`src/rtl/rom_load_pkg.sv`:
```
// Shared types, state codes and region map helpers for the ROM download sequencer.
// Optional checksum support lives in rom_load_seq under ROM_LOAD_CHECKSUM_EN.
package rom_load_pkg;

  localparam int unsigned ADDR_W       = 25;
  localparam int unsigned DEF_CPU_SIZE = 16384;
  localparam int unsigned DEF_GFX_SIZE = 4096;
  localparam int unsigned DEF_PAL_SIZE = 32;

  typedef logic [2:0] state_t;
  localparam state_t ST_BOOT  = 3'd0;
  localparam state_t ST_LOAD  = 3'd1;
  localparam state_t ST_CHECK = 3'd2;
  localparam state_t ST_HOLD  = 3'd3;
  localparam state_t ST_RUN   = 3'd4;
  localparam state_t ST_ERR   = 3'd5;

  typedef enum logic [1:0] {
    REG_NONE = 2'd0,
    REG_CPU  = 2'd1,
    REG_GFX  = 2'd2,
    REG_PAL  = 2'd3
  } region_e;

  function automatic int unsigned gfx_base(input int unsigned cpu_size);
    return cpu_size;
  endfunction

  function automatic int unsigned pal_base(input int unsigned cpu_size, input int unsigned gfx_size);
    return cpu_size + gfx_size;
  endfunction

  function automatic int unsigned total_size(input int unsigned cpu_size, input int unsigned gfx_size,
                                             input int unsigned pal_size);
    return cpu_size + gfx_size + pal_size;
  endfunction

  // Regions are packed back to back starting at byte 0: CPU, then GFX, then PAL.
  function automatic region_e region_of(input logic [ADDR_W-1:0] addr, input int unsigned cpu_size,
                                        input int unsigned gfx_size, input int unsigned pal_size);
    logic [31:0] a;
    a = 32'(addr);
    if (a < cpu_size) return REG_CPU;
    if (a < pal_base(cpu_size, gfx_size)) return REG_GFX;
    if (a < total_size(cpu_size, gfx_size, pal_size)) return REG_PAL;
    return REG_NONE;
  endfunction

endpackage

```
`src/rtl/rom_region_decode.sv`:
```
// Combinational decode of a download byte address into its ROM region and
// region-relative offset.
module rom_region_decode
  import rom_load_pkg::*;
#(
  parameter int unsigned CPU_SIZE = DEF_CPU_SIZE,
  parameter int unsigned GFX_SIZE = DEF_GFX_SIZE,
  parameter int unsigned PAL_SIZE = DEF_PAL_SIZE
) (
  input  logic [24:0] addr,
  output logic [1:0]  region,
  output logic [15:0] offset
);

  // Region offsets always fit in 16 bits, so a 16-bit subtract is exact.
  localparam logic [15:0] GFX_BASE16 = 16'(gfx_base(CPU_SIZE));
  localparam logic [15:0] PAL_BASE16 = 16'(pal_base(CPU_SIZE, GFX_SIZE));

  region_e sel;

  assign sel    = region_of(addr, CPU_SIZE, GFX_SIZE, PAL_SIZE);
  assign region = sel;

  always_comb begin
    offset = addr[15:0];
    case (sel)
      REG_GFX: offset = addr[15:0] - GFX_BASE16;
      REG_PAL: offset = addr[15:0] - PAL_BASE16;
      default: offset = addr[15:0];
    endcase
  end

endmodule

```
`src/rtl/rom_load_seq.sv`:
```
// ROM download sequencer: routes HPS download bytes to region write strobes,
// validates the image and holds the game core in reset until it is good.
// Define ROM_LOAD_CHECKSUM_EN to also require an 8-bit additive checksum match.
module rom_load_seq
  import rom_load_pkg::*;
#(
  parameter int unsigned CPU_SIZE    = DEF_CPU_SIZE,
  parameter int unsigned GFX_SIZE    = DEF_GFX_SIZE,
  parameter int unsigned PAL_SIZE    = DEF_PAL_SIZE,
  parameter int unsigned HOLD_CYCLES = 255,
  parameter logic [7:0]  EXP_SUM     = 8'h00
) (
  input  logic        clk_sys,
  input  logic        reset_n,
  input  logic        ioctl_download,
  input  logic        ioctl_wr,
  input  logic [24:0] ioctl_addr,
  input  logic [7:0]  ioctl_dout,
  input  logic        ext_reset,
  output logic        core_reset,
  output logic [15:0] dn_addr,
  output logic [7:0]  dn_data,
  output logic        cpu_we,
  output logic        gfx_we,
  output logic        pal_we,
  output logic        busy,
  output logic        load_ok,
  output logic        load_err,
  output logic [2:0]  fsm_state
);

  localparam int unsigned TOTAL     = total_size(CPU_SIZE, GFX_SIZE, PAL_SIZE);
  localparam logic [16:0] TOTAL_CNT = 17'(TOTAL);
  localparam logic [16:0] HOLD_INIT = 17'(HOLD_CYCLES - 1);

  state_t      state, state_nx;
  logic [16:0] cnt;
  logic        ovf;
  logic [1:0]  region;
  logic [15:0] offset;
  logic        accept, hit, enter_load, sum_ok, image_good;

  rom_region_decode #(
    .CPU_SIZE (CPU_SIZE),
    .GFX_SIZE (GFX_SIZE),
    .PAL_SIZE (PAL_SIZE)
  ) u_decode (
    .addr   (ioctl_addr),
    .region (region),
    .offset (offset)
  );

  // Handshake: ioctl_wr is a one-cycle valid with no ready; every write seen in
  // LOAD while ioctl_download is high is taken, all others are dropped.
  assign accept     = (state == ST_LOAD) && ioctl_download && ioctl_wr;
  assign hit        = accept && (region != REG_NONE);
  assign enter_load = (state_nx == ST_LOAD) && (state != ST_LOAD);

`ifdef ROM_LOAD_CHECKSUM_EN
  logic [7:0] sum;
  always_ff @(posedge clk_sys or negedge reset_n) begin
    if (!reset_n)        sum <= 8'd0;
    else if (enter_load) sum <= 8'd0;
    else if (hit)        sum <= sum + ioctl_dout;
  end
  assign sum_ok = (sum == EXP_SUM);
`else
  logic unused_exp_sum;
  assign unused_exp_sum = ^EXP_SUM;
  assign sum_ok         = 1'b1;
`endif

  assign image_good = (cnt == TOTAL_CNT) && !ovf && sum_ok;

  always_comb begin
    state_nx = state;
    case (state)
      ST_BOOT:  if (ioctl_download) state_nx = ST_LOAD;
      ST_LOAD:  if (!ioctl_download) state_nx = ST_CHECK;
      ST_CHECK: state_nx = image_good ? ST_HOLD : ST_ERR;
      ST_HOLD: begin
        if (ioctl_download)                 state_nx = ST_LOAD;
        else if (!ext_reset && cnt == '0)   state_nx = ST_RUN;
      end
      ST_RUN: begin
        if (ioctl_download) state_nx = ST_LOAD;
        else if (ext_reset) state_nx = ST_HOLD;
      end
      ST_ERR:   if (ioctl_download) state_nx = ST_LOAD;
      default:  state_nx = ST_BOOT;
    endcase
  end

  // cnt counts accepted bytes in LOAD and counts down the settle time in HOLD.
  always_ff @(posedge clk_sys or negedge reset_n) begin
    if (!reset_n) begin
      state    <= ST_BOOT;
      cnt      <= '0;
      ovf      <= 1'b0;
      load_ok  <= 1'b0;
      load_err <= 1'b0;
    end else begin
      state <= state_nx;
      if (enter_load) begin
        cnt      <= '0;
        ovf      <= 1'b0;
        load_ok  <= 1'b0;
        load_err <= 1'b0;
      end else begin
        case (state)
          ST_LOAD: begin
            if (hit && cnt != '1) cnt <= cnt + 17'd1;
            if (accept && !hit)   ovf <= 1'b1;
          end
          ST_CHECK: begin
            load_ok  <= image_good;
            load_err <= !image_good;
            cnt      <= HOLD_INIT;
          end
          ST_HOLD: begin
            if (ext_reset)       cnt <= HOLD_INIT;
            else if (cnt != '0)  cnt <= cnt - 17'd1;
          end
          ST_RUN:  if (ext_reset) cnt <= HOLD_INIT;
          default: ;
        endcase
      end
    end
  end

  always_ff @(posedge clk_sys or negedge reset_n) begin
    if (!reset_n) begin
      cpu_we  <= 1'b0;
      gfx_we  <= 1'b0;
      pal_we  <= 1'b0;
      dn_addr <= '0;
      dn_data <= '0;
    end else begin
      cpu_we <= hit && (region == REG_CPU);
      gfx_we <= hit && (region == REG_GFX);
      pal_we <= hit && (region == REG_PAL);
      if (hit) begin
        dn_addr <= offset;
        dn_data <= ioctl_dout;
      end
    end
  end

  assign core_reset = (state != ST_RUN);
  assign busy       = (state == ST_LOAD) || (state == ST_CHECK) || (state == ST_HOLD);
  assign fsm_state  = state;

endmodule
```
`config.mk`:
```
export PLATFORM = sky130hd
export DESIGN_NAME = rom_load_seq
export DESIGN_NICKNAME = d
export VERILOG_FILES = /design/src/rtl/rom_load_pkg.sv /design/src/rtl/rom_region_decode.sv /design/src/rtl/rom_load_seq.sv
export SDC_FILE = /design/constraint.sdc
export NUM_CORES = 1
export LEC_CHECK = 0
export BUFFER_PORTS_ARGS = -buffer_cell sky130_fd_sc_hd__buf_2
export CORE_MARGIN = 4
export CORE_UTILIZATION = 30
export DETAILED_ROUTE_END_ITERATION = 6
export GPL_TIMING_DRIVEN = 0
export PLACE_DENSITY = 0.6
export SYNTH_ARGS = -nofsm -noshare
export SYNTH_HDL_FRONTEND = slang
export SYNTH_HIERARCHICAL = 1
export SYNTH_SLANG_ARGS = --single-unit
export TNS_END_PERCENT = 100
```
`constraint.sdc`:
```
create_clock -name clk_sys -period 2.9 [get_ports clk_sys]
set_clock_uncertainty 0.1 [all_clocks]
set_input_delay 0 -clock clk_sys [delete_from_list [all_inputs] [get_ports clk_sys]]
set_output_delay 0 -clock clk_sys [all_outputs]
set_load 0.02 [all_outputs]
```
==> metrics.cfg <==
[status]
outcome = complete, but fails checks
violations = hold timing

[power]
powerDensity_mw_per_mm2 = 725
ir_drop_mv = 0.419
finalPower_mw = 3.12
pwr-share-comb_pct = 54.5
power_switching_mw = 1.42
p_clk_share_pct = 16.5
seqPwrFrac_pct = 28.9
swShare_pct = 45.6
power.internal_mw = 1.70
power.leakage_nw = 1.94

[logic_synthesis]
synth_most_common_cell = dfrtp_1
avgSynthCellArea_sq_um = 9.62
synthFlopType = dfrtp_1
synthTopCellsByCount = 50 x dfrtp_1, 25 x mux2_2, 22 x nor2_1, 19 x nand3_1, 17 x nand2_1
syn_area_sq_mm = 0.00330
yosysUniqueCellTypes = 68
synthCells = 343
synth_top_area_cell = dfrtp_1
yosys_register_bits = 50
yosysWarningCount = 6
synth_area_leaders = dfrtp_1 38%, mux2_2 8.5%, buf_4 3.2%
async_flop_share_pct = 100
synth_edf_count = 0
synth.yosys.seq_area_share_pct = 37.9
yosysTopAreaCellShare_pct = 37.9
synth_nets = 386

[floorplanning]
io-pin-count = 72
row_count = 38
start_util_pct = 30.6
design.core.area_sq_mm = 0.0108
fp.dieArea_sq_mm = 0.0127
die-width_um = 113
die_h_um = 113

[cts]
clock_latency_ns = 0.32
clock_tree.root_cell = clkbuf_8
cts_tree = built
cts_sinks = 50
clk_pin_slew_ns = 0.09
clock_path_buffers = 2
cts_max_level = 2
cts_buffers = 5

[global_route]
grt_max_degree = 51
grt_pass1_wl_um = 16200
antenna_found_initial = 0
grt_pass1_vias = 3221
grt_usage_pct = 15.4
grt-ovfl-total = 0

[sta]
max_slew_margin_pct = 22.2
setup_viol = 0
setup_tns_ns = 0
period_share_pct = 96.0
slew_viol_final = 0
fin_crit_ns = 2.79
hold_ws_ns = -0.00689
tightest_slew_ns = 1.17
max_freq_mhz = 359
setup_slack_ns = 0.115
finalHoldViolCount = 1

[placed_design]
gp_congestion = 0.871
io_buffers = 66
dp.cells = 549
dp_slack_ns = -0.665
place_area_sq_mm = 0.00380
dpl.hpwl_um = 6710

[detailed_routing]
dr.pass1.iters = 4
drt-initial-drc-count = 257
final_antenna_net_count = 0
via_per_inst = 5.44
drc = 0
vias = 3191
wl_per_cell_um = 16.9
drt-total-wl_um = 9900

[critical_path]
cp-end-kind = flip-flop
crit_arrival_ns = 2.87
crit-reg2reg-launch = cnt[10]
cp_data_required_time_ns = 2.99
critical-path-slowest-cell = or4_4
rrSetupSlack_ns = 0.11
crit_type = flip-flop to flip-flop
path_delay_family = simple AND/OR/NAND/NOR gates
startpoint_type = flip-flop
crit_chain = clkbuf_4, nand4_1, or4_4, nor3_4, ha_2, o41ai_4, a211o_1, clkbuf_4, nand3_4, o22ai_1
path_buf_inv = 2
ff2ff_path_depth = 10
max_stage_delay_ns = 0.58
path_common_cell = clkbuf_4
worst-path-max-fanout = 10
timing.rr.end = cnt[7]

[hold_path]
hold_path.class = primary input to flip-flop
holdPathEnd = cpu_we
hold_depth = 3
min_from = ioctl_addr[12]

[layout]
finalNonFillerCells = 587
final_nets = 489
syn_to_final_growth_pct = 30.6
drive_gt1_share_pct = 36.7
stdcell_area_sq_mm = 0.00431
fin_util_pct = 39.9
antenna_cells = 0

[job]
max-cap-violations = 0

-- worst max path at each step --
stage                     slack, ns    start  depth (start not counted)  endpoint
final                          0.11  cnt[10]                         10    cnt[7]
after global routing         -0.002   cnt[1]                          8   cnt[11]
after CTS                      0.01   cnt[0]                         11   cnt[15]
after detailed placement      -0.67   cnt[1]                          9   cnt[15]
after global placement        -0.67   cnt[0]                          9   cnt[15]
after floorplan                0.09   cnt[0]                          9   cnt[15]
-- power by group through the flow --
stage / combinational [mW] / sequential [mW] / clock [mW]
2_1_floorplan: 1.06 / 0.923 / 0
3_3_place_gp: 1.48 / 0.911 / 0
3_5_place_dp: 1.50 / 0.916 / 0
4_1_cts: 1.61 / 0.906 / 0.538
5_1_grt: 1.85 / 0.914 / 0.570
6_report: 1.70 / 0.903 / 0.517
-- cell type report --
type                            instances  area, sq um
Tap cell                              140          175
Buffer                                 34          205
Sequential cell                        50         1250
Multi-Input combinational cell        245         1890
Inverter                               13         48.8
Clock buffer                            5         68.8
Clock inverter                          3         43.8
Fill cell                            1067         6480
Timing Repair Buffer                   97          628
-- worst reg2reg max path, cell delays in order, from the launching register on --
cell      delay [ns]
dfrtp_1         0.38
clkbuf_4        0.21
nand4_1         0.14
or4_4           0.58
nor3_4          0.19
ha_2            0.22
o41ai_4         0.09
a211o_1         0.25
clkbuf_4        0.22
nand3_4         0.18
o22ai_1         0.10
-- cell usage in the layout, fill, tap and decap left out, drive strengths merged, types with 4 or more instances in the layout --
cell	instances
buf	93
dfrtp	50
dlygate4sd3	26
mux2	25
nor2	22
nand3	22
nand2	18
clkbuf	17
inv	14
o21ai	13
nor4	13
nor3	12
a21oi	10
nand4	8
a31oi	8
or3	6
o2bb2ai	5
a22o	5
ha	5
o211ai	4
nand2b	4
or2	4
or4	4
-- layer usage --
layer | global-route usage, % | part of all wire (%) | vias to the layer above
met5 | 0 | 0 | -
met4 | 4.49 | 1.3 | 0
met3 | 3.26 | 7.7 | 14
met2 | 25.5 | 48 | 123
met1 | 20.4 | 43 | 1558
li1 | - | - | 1496
-- sequential cells by signal, indices dropped and copies added (netlist names) --
| signal | cells |
|---|---|
| cnt | 17 |
| dn_addr | 16 |
| dn_data | 8 |
| fsm_state | 3 |
| cpu_we | 1 |
| gfx_we | 1 |
| load_err | 1 |
| load_ok | 1 |
| ovf | 1 |
| pal_we | 1 |
-- logic make-up (layout without fill, tap and decap cells) --
family | after synthesis | in the layout | share of synthesized area [%]
buf+inv | 48 | 152 | 7.62
simple gates | 130 | 130 | 24.8
xor+xnor | 4 | 4 | 1.06
fa+ha+maj | 5 | 5 | 1.90
flops | 50 | 50 | 37.9
mux | 28 | 28 | 9.44
compound gates | 78 | 78 | 17.3
-- timing repair --
item                                   CTS  global route
endpoints found under the hold margin   75             0
setup buffers                            2             3
resized for setup                       11            12
hold buffers                            26             0
setup endpoints to repair               17            17
pin swaps                                1             2
No activity file was read; power rests on OpenSTA's default activity.
